File: src/rtl/dmem_pkg.sv
// Shared types and helpers for the data-memory responder.
//   dmem_state_e : run / pass / fail status of the responder
//   log_entry_t  : one write-log record {addr, data}
//   word_aligned : true when a byte address is 32-bit aligned
//   sat_inc16    : 16-bit increment that sticks at all-ones
package dmem_pkg;

  typedef enum logic [1:0] {
    RUN  = 2'd0,
    PASS = 2'd1,
    FAIL = 2'd2
  } dmem_state_e;

  typedef struct packed {
    logic [31:0] addr;
    logic [31:0] data;
  } log_entry_t;

  function automatic logic word_aligned(input logic [31:0] addr);
    return (addr[1:0] == 2'b00);
  endfunction

  function automatic logic [15:0] sat_inc16(input logic [15:0] value);
    logic [15:0] result;
    if (value == 16'hFFFF) begin
      result = value;
    end else begin
      result = value + 16'd1;
    end
    return result;
  endfunction

endpackage

File: src/rtl/log_fifo.sv
// Write-log FIFO: registered-head, no fall-through queue of log entries.
// Ports:
//   clk, reset (async, active-low)
//   push, wdata : enqueue request and entry
//   ready       : consumer accepts the head this cycle
//   valid       : queue non-empty (registered)
//   head        : oldest entry, held stable until popped
//   ovf         : sticky, set when a push was dropped at full without a pop
module log_fifo
  import dmem_pkg::*;
#(
  parameter int  DEPTH   = 8,
  parameter type entry_t = log_entry_t
) (
  input  logic   clk,
  input  logic   reset,
  input  logic   push,
  input  entry_t wdata,
  input  logic   ready,
  output logic   valid,
  output entry_t head,
  output logic   ovf
);

  localparam int PW = $clog2(DEPTH);

  entry_t      mem_r [DEPTH];
  logic [PW:0] wr_ptr_r;
  logic [PW:0] rd_ptr_r;
  logic [PW:0] wr_ptr_nxt_s;
  logic [PW:0] rd_ptr_nxt_s;
  logic        valid_r;
  logic        ovf_r;
  logic        full_s;
  logic        pop_s;
  logic        push_ok_s;
  logic        drop_s;

  // Pointer arithmetic; the extra MSB separates full from empty.
  always_comb begin
    full_s    = (wr_ptr_r[PW] != rd_ptr_r[PW]) &&
                (wr_ptr_r[PW-1:0] == rd_ptr_r[PW-1:0]);
    pop_s     = valid_r && ready;
    // At full a simultaneous pop frees the slot the push lands in.
    push_ok_s = push && (!full_s || pop_s);
    drop_s    = push && full_s && !pop_s;
    if (push_ok_s) begin
      wr_ptr_nxt_s = wr_ptr_r + {{PW{1'b0}}, 1'b1};
    end else begin
      wr_ptr_nxt_s = wr_ptr_r;
    end
    if (pop_s) begin
      rd_ptr_nxt_s = rd_ptr_r + {{PW{1'b0}}, 1'b1};
    end else begin
      rd_ptr_nxt_s = rd_ptr_r;
    end
  end

  // Pointers, registered non-empty flag and sticky overflow flag.
  always_ff @(posedge clk or negedge reset) begin
    if (!reset) begin
      wr_ptr_r <= {(PW+1){1'b0}};
      rd_ptr_r <= {(PW+1){1'b0}};
      valid_r  <= 1'b0;
      ovf_r    <= 1'b0;
    end else begin
      wr_ptr_r <= wr_ptr_nxt_s;
      rd_ptr_r <= rd_ptr_nxt_s;
      valid_r  <= (wr_ptr_nxt_s != rd_ptr_nxt_s);
      if (drop_s) begin
        ovf_r <= 1'b1;
      end else begin
        ovf_r <= ovf_r;
      end
    end
  end

  // Entry storage; contents are not cleared, writes are held off in reset.
  always_ff @(posedge clk or negedge reset) begin
    if (!reset) begin
      // storage keeps its contents; pointers alone define occupancy
    end else if (push_ok_s) begin
      mem_r[wr_ptr_r[PW-1:0]] <= wdata;
    end
  end

  assign head  = mem_r[rd_ptr_r[PW-1:0]];
  assign valid = valid_r;
  assign ovf   = ovf_r;

endmodule

File: src/rtl/dmem_responder.sv
// Data-memory responder for processor test benches: a word RAM with a
// completion mailbox, a write log and a pass/fail status machine.
// Ports:
//   clk, reset (async, active-low)
//   memwrite, dataadr, writedata : processor store interface
//   readdata                     : combinational load data (0 when out of range)
//   log_valid/log_ready/log_addr/log_data : write-log stream, head held until taken
//   log_ovf                      : sticky, a logged store was lost at full
//   done / fail                  : registered pass / fail status
//   wr_count                     : stores accepted while running, saturating
module dmem_responder
  import dmem_pkg::*;
#(
  parameter int          DEPTH_WORDS = 64,
  parameter int          LOG_DEPTH   = 8,
  parameter logic [31:0] DONE_ADDR   = 32'd84,
  parameter logic [31:0] EXPECT      = 32'hFFFFFFFC
) (
  input  logic        clk,
  input  logic        reset,
  input  logic        memwrite,
  input  logic [31:0] dataadr,
  input  logic [31:0] writedata,
  output logic [31:0] readdata,
  output logic        log_valid,
  input  logic        log_ready,
  output logic [31:0] log_addr,
  output logic [31:0] log_data,
  output logic        log_ovf,
  output logic        done,
  output logic        fail,
  output logic [15:0] wr_count
);

  localparam int AW = $clog2(DEPTH_WORDS);

  logic [31:0] ram_r [DEPTH_WORDS];
  dmem_state_e state_r;
  logic        done_r;
  logic        fail_r;
  logic [15:0] wr_count_r;

  logic [AW-1:0] idx_s;
  logic          in_range_s;
  logic          mailbox_s;
  logic          legal_s;
  logic          accept_s;
  logic          ram_we_s;
  log_entry_t    push_entry_s;
  log_entry_t    head_s;

  // Address decode and store classification.
  always_comb begin
    idx_s      = dataadr[AW+1:2];
    // Range test uses the whole word address so high bits cannot alias.
    in_range_s = ({2'b00, dataadr[31:2]} < 32'(DEPTH_WORDS));
    mailbox_s  = (dataadr == DONE_ADDR);
    legal_s    = (word_aligned(dataadr) && in_range_s) || mailbox_s;
    accept_s   = memwrite && (state_r == RUN);
    // The mailbox never aliases RAM even though it decodes in range.
    ram_we_s   = accept_s && legal_s && !mailbox_s;
    push_entry_s.addr = dataadr;
    push_entry_s.data = writedata;
  end

  // Combinational load path; out-of-range words read as zero.
  always_comb begin
    if (in_range_s) begin
      readdata = ram_r[idx_s];
    end else begin
      readdata = 32'h0000_0000;
    end
  end

  // RAM write port; contents survive reset and stores during reset are lost.
  always_ff @(posedge clk or negedge reset) begin
    if (!reset) begin
      // RAM keeps its contents across reset
    end else if (ram_we_s) begin
      ram_r[idx_s] <= writedata;
    end
  end

  // Status machine with registered done/fail; PASS and FAIL hold until reset.
  always_ff @(posedge clk or negedge reset) begin
    if (!reset) begin
      state_r <= RUN;
      done_r  <= 1'b0;
      fail_r  <= 1'b0;
    end else begin
      case (state_r)
        RUN: begin
          if (accept_s && mailbox_s) begin
            if (writedata == EXPECT) begin
              state_r <= PASS;
              done_r  <= 1'b1;
              fail_r  <= 1'b0;
            end else begin
              state_r <= FAIL;
              done_r  <= 1'b0;
              fail_r  <= 1'b1;
            end
          end else if (accept_s && !legal_s) begin
            state_r <= FAIL;
            done_r  <= 1'b0;
            fail_r  <= 1'b1;
          end else begin
            state_r <= RUN;
            done_r  <= 1'b0;
            fail_r  <= 1'b0;
          end
        end
        PASS: begin
          state_r <= PASS;
          done_r  <= 1'b1;
          fail_r  <= 1'b0;
        end
        FAIL: begin
          state_r <= FAIL;
          done_r  <= 1'b0;
          fail_r  <= 1'b1;
        end
        default: begin
          // A corrupted state encoding is reported as a failure.
          state_r <= FAIL;
          done_r  <= 1'b0;
          fail_r  <= 1'b1;
        end
      endcase
    end
  end

  // Accepted-store counter, sticks at all-ones.
  always_ff @(posedge clk or negedge reset) begin
    if (!reset) begin
      wr_count_r <= 16'h0000;
    end else if (accept_s) begin
      wr_count_r <= sat_inc16(wr_count_r);
    end else begin
      wr_count_r <= wr_count_r;
    end
  end

  // Every store accepted while running is logged, legal or not.
  log_fifo #(
    .DEPTH   (LOG_DEPTH),
    .entry_t (log_entry_t)
  ) u_log_fifo (
    .clk   (clk),
    .reset (reset),
    .push  (accept_s),
    .wdata (push_entry_s),
    .ready (log_ready),
    .valid (log_valid),
    .head  (head_s),
    .ovf   (log_ovf)
  );

  assign log_addr = head_s.addr;
  assign log_data = head_s.data;
  assign done     = done_r;
  assign fail     = fail_r;
  assign wr_count = wr_count_r;

endmodule

File: config.mk
export PLATFORM = sky130hd
export DESIGN_NAME = dmem_responder
export DESIGN_NICKNAME = d
export VERILOG_FILES = /design/src/rtl/dmem_pkg.sv /design/src/rtl/log_fifo.sv /design/src/rtl/dmem_responder.sv
export SDC_FILE = /design/constraint.sdc
export NUM_CORES = 2
export LEC_CHECK = 0
export ABC_AREA = 1
export CAP_MARGIN = 10
export CORE_ASPECT_RATIO = 2
export CORE_MARGIN = 8
export CORE_UTILIZATION = 41
export DETAILED_ROUTE_END_ITERATION = 12
export HOLD_SLACK_MARGIN = 0.08
export PLACE_DENSITY_LB_ADDON = 0.2
export RECOVER_POWER = 100
export SLEW_MARGIN = 5
export SYNTH_ARGS = -nofsm -noshare
export SYNTH_HDL_FRONTEND = slang
export SYNTH_SLANG_ARGS = --single-unit
File: constraint.sdc
create_clock -name clk -period 8.7 [get_ports clk]
set_clock_uncertainty 0.05 [all_clocks]
set_input_delay 0.87 -clock clk [delete_from_list [all_inputs] [get_ports clk]]
set_output_delay 0.87 -clock clk [all_outputs]
set_load 0.05 [all_outputs]
==> metrics.txt <==
Num Clock Sinks 2,588; DR WL met3 20,700 um; Hold WC Path Type input port to flip-flop; Pre-Repair DR Iteration Count 8; clock transition at the registers of the reported paths 0.07 ns; number of antenna violations at the first check in global routing 16; metal1 wirelength 118,000 um; Max-Slew Margin vs Limit -212%; die area 265,000 um2; maximum number of pins on one net before global-route repair 155; via count of the routed design 65,600; wire length of the first global-routing pass 466,000 um; transition time at the pin with the least slew margin 4.68 ns; count of synthesis-stage warnings from yosys 0; violated checks max-capacitance violations, max-slew violations; Critical Path AT 7.84 ns; cell type with the largest total area after synthesis edfxtp_1; number of setup violations in the final report 0; TritonCTS clock tree built; count of hold-fix buffers inserted at cts 1; root cell of the clock tree clkbuf_16; routed length on met2 168,000 um; unrepaired setup endpoints after global routing false; CTS-repair resized insts 0; per-cell via count in the routed design 5.61; final instance area 114,000 um2; power per standard cell area 244 nW/um2; summed negative setup slack over all endpoints 0 ns; final hold vios 0; CP Class input port to flip-flop; layout-stage area growth over the synthesis result 12.2%; data required time at the worst endpoint 9.06 ns; overall overflow remaining after global route 0; average cell area after synthesis 12.5 um2; post-route DRC violation count 0; worst-case clock buffer depth 4; number of routed nets with antenna violations 0; number of buffers created by CTS 227; crit path launch type input port; maximum fanout encountered on the critical timing path 80; starting density of the core 41.1%; Syn Std Cell Area 101,000 um2; dominant cells by area after synthesis edfxtp_1, nor2_1, nand2_1, o21ai_0, o22ai_1; final RePlAce weighted congestion 0.869; endpoint class of the critical path flip-flop; number of slew-limit violations in the final report 4,178; routed length per instance 28.4 um; drt total wl 332,000 um; flop and latch count out of synthesis 2,588; max frequency 0.134 GHz; clock latency on the worst-skew pair 0.87 ns; clock network fraction of design power 34.8%; IO Port Bufs 183; core box area 247,000 um2; net switching fraction of the power 28.2%; fraction of final layout cells with drive strength greater than 1 5.49%; register-to-register setup slack 1.76 ns; portion of total power attributed to sequential cells 49.6%; post-route fraction of the period consumed by the critical path 86.0%; Placed Instance Area 108,000 um2; number of violations reported at the end of detailed-routing iteration 0 6,881; overall die height 720 um; worst supply voltage drop on vdd 0.377 mV; result of the run finished with violations; Post-Syn Instances 8,086; number of nets in the layout 8,348; part of the Yosys area used for sequential elements 76.5%; clock period minus final worst setup slack 7.48 ns; # H-tree levels 4; pre-CTS setup slack 2.53 ns; fraction of synthesized cell area taken by the top area cell type 75.8%; Setup Buffers After CTS 0; number of top-level pins 184; via count of the first global-routing pass 64,300; combinational share of power 15.6%; Site Rows 258; static power due to leakage 38.5 nW; Internal Dissipation 20.0 mW; die boundary width 368 um; switching power 7.83 mW; final worst-path setup slack 1.22 ns; overall global routing resource usage 24.1%; count of different cell masters after synthesis 33; max-cap check violation count 115; top layer reached by signal wires met5; total half-perimeter wirelength after legalization and detailed placement 195,000 um
power groups by stage:
stage	Clock (mW)	Combinational, mW	Sequential [mW]
after detailed placement	0	4.51	14.0
after global routing	10.2	4.68	13.8
final	9.68	4.33	13.8
after global placement	0	4.46	14.0
after floorplan	0	2.76	14.0
after CTS	9.81	4.52	13.8
cell families (layout without fill, tap and decap cells):
group                      Yosys count  count (layout)  share of synthesized area [%]
adders and majority gates            3               3                         0.0370
other                                1              41                        0.00370
and+or+nand+nor                   3421            3421                           13.0
AOI/OAI and AO/OA                 1475            1475                           7.91
xor gates and xnor gates            18              18                          0.155
buffers and inverters              580             911                           2.42
DFF                               2588            2588                           76.5
final timing paths:
check / startpoint / to / cells after the start
setup reg to reg: u_log_fifo.rd_ptr_r[1]$_DFF_PN0_ / u_log_fifo.mem_r[3][29]$_DFFE_PP_ / 11
hold / removal: dataadr[3] / u_log_fifo.mem_r[5][35]$_DFFE_PP_ / 1
max in group asynchronous: reset / u_log_fifo.rd_ptr_r[1]$_DFF_PN0_ / 3
min in group asynchronous: reset / wr_count[13]$_DFFE_PN0P_ / 3
hold reg to reg: u_log_fifo.ovf$_DFFE_PN0P_ / u_log_fifo.ovf$_DFFE_PN0P_ / 1
setup / recovery: dataadr[2] / ram_r[20][23]$_DFFE_PP_ / 6
metrics by stage:
step | power, mW | instances | hold slack (ns) | utilization, %
final | 27.8 | 11700 | 0.355 | 46.2
after global routing | 28.7 | 11700 | 0.337 | 46.1
after CTS | 28.1 | 11700 | 0.180 | 46.5
after detailed placement | 18.5 | 11300 | 0.451 | 43.7
after global placement | 18.5 | 11300 | 0.450 | 43.7
after floorplan | 16.8 | 8117 | 0.473 | -
layer usage:
| metal | track usage (%) | up-vias |
|---|---|---|
| li1 | - | 29000 |
| met1 | 27.2 | 33200 |
| met2 | 42.7 | 2709 |
| met3 | 3.24 | 717 |
| met4 | 15.3 | 2 |
| met5 | 0 | - |
cells in the mapped netlist, drive strengths merged:
cell / n
clkinv: 2
buf: 228
nor4: 6
clkbuf: 227
o21ai: 895
inv: 123
nand2: 1245
conb: 1
a21oi: 89
dfrtp: 28
nand4: 16
ha: 3
a31oi: 64
nand3b: 16
nor2: 2042
or2: 1
nor3: 23
nand3: 72
o22ai: 418
edfxtp: 2560
o22a: 8
o21bai: 1
xnor2: 6
xor2: 12
flip-flops by register name, indices dropped and copies added, names as in the netlist:
register	count
u_log_fifo.mem_r	512
u_log_fifo.ovf	1
u_log_fifo.rd_ptr_r	4
u_log_fifo.wr_ptr_r	4
state_r	1
ram_r	2048
wr_count	16
u_log_fifo.valid	1
fail	1
layout by cell type, fill, tap and decap left out, types with 16 or more instances in the layout:
cell / instances
clkinv_1: 48
dlygate4sd3_1: 140
buf_12: 17
inv_1: 115
conb_1: 32
clkbuf_1: 195
nand2_1: 1245
a31oi_1: 64
nor3_1: 16
clkinv_2: 31
clkbuf_16: 228
buf_4: 77
o21ai_0: 882
nand3_1: 64
edfxtp_1: 2560
nand4_1: 16
a21oi_1: 89
nor2_1: 2001
nand3b_1: 16
dfrtp_1: 26
o22ai_1: 418
nor2_4: 41
cell type report:
class | count | area, um2
Clock inverter | 104 | 831
Clock buffer | 296 | 6000
Sequential cell | 2588 | 77600
Inverter | 125 | 499
Fill cell | 22200 | 133000
Tap cell | 3250 | 4070
Timing Repair Buffer | 386 | 2990
Antenna cell | 9 | 22.5
Multi-Input combinational cell | 4949 | 21800
worst max-delay path: stages:
cell      delay, ns
buf_8          0.18
inv_8          0.54
nand3_1        1.97
nand3b_1       1.37
nor2_4         0.26
clkbuf_1       2.33
(Power assumes the default switching activity.)
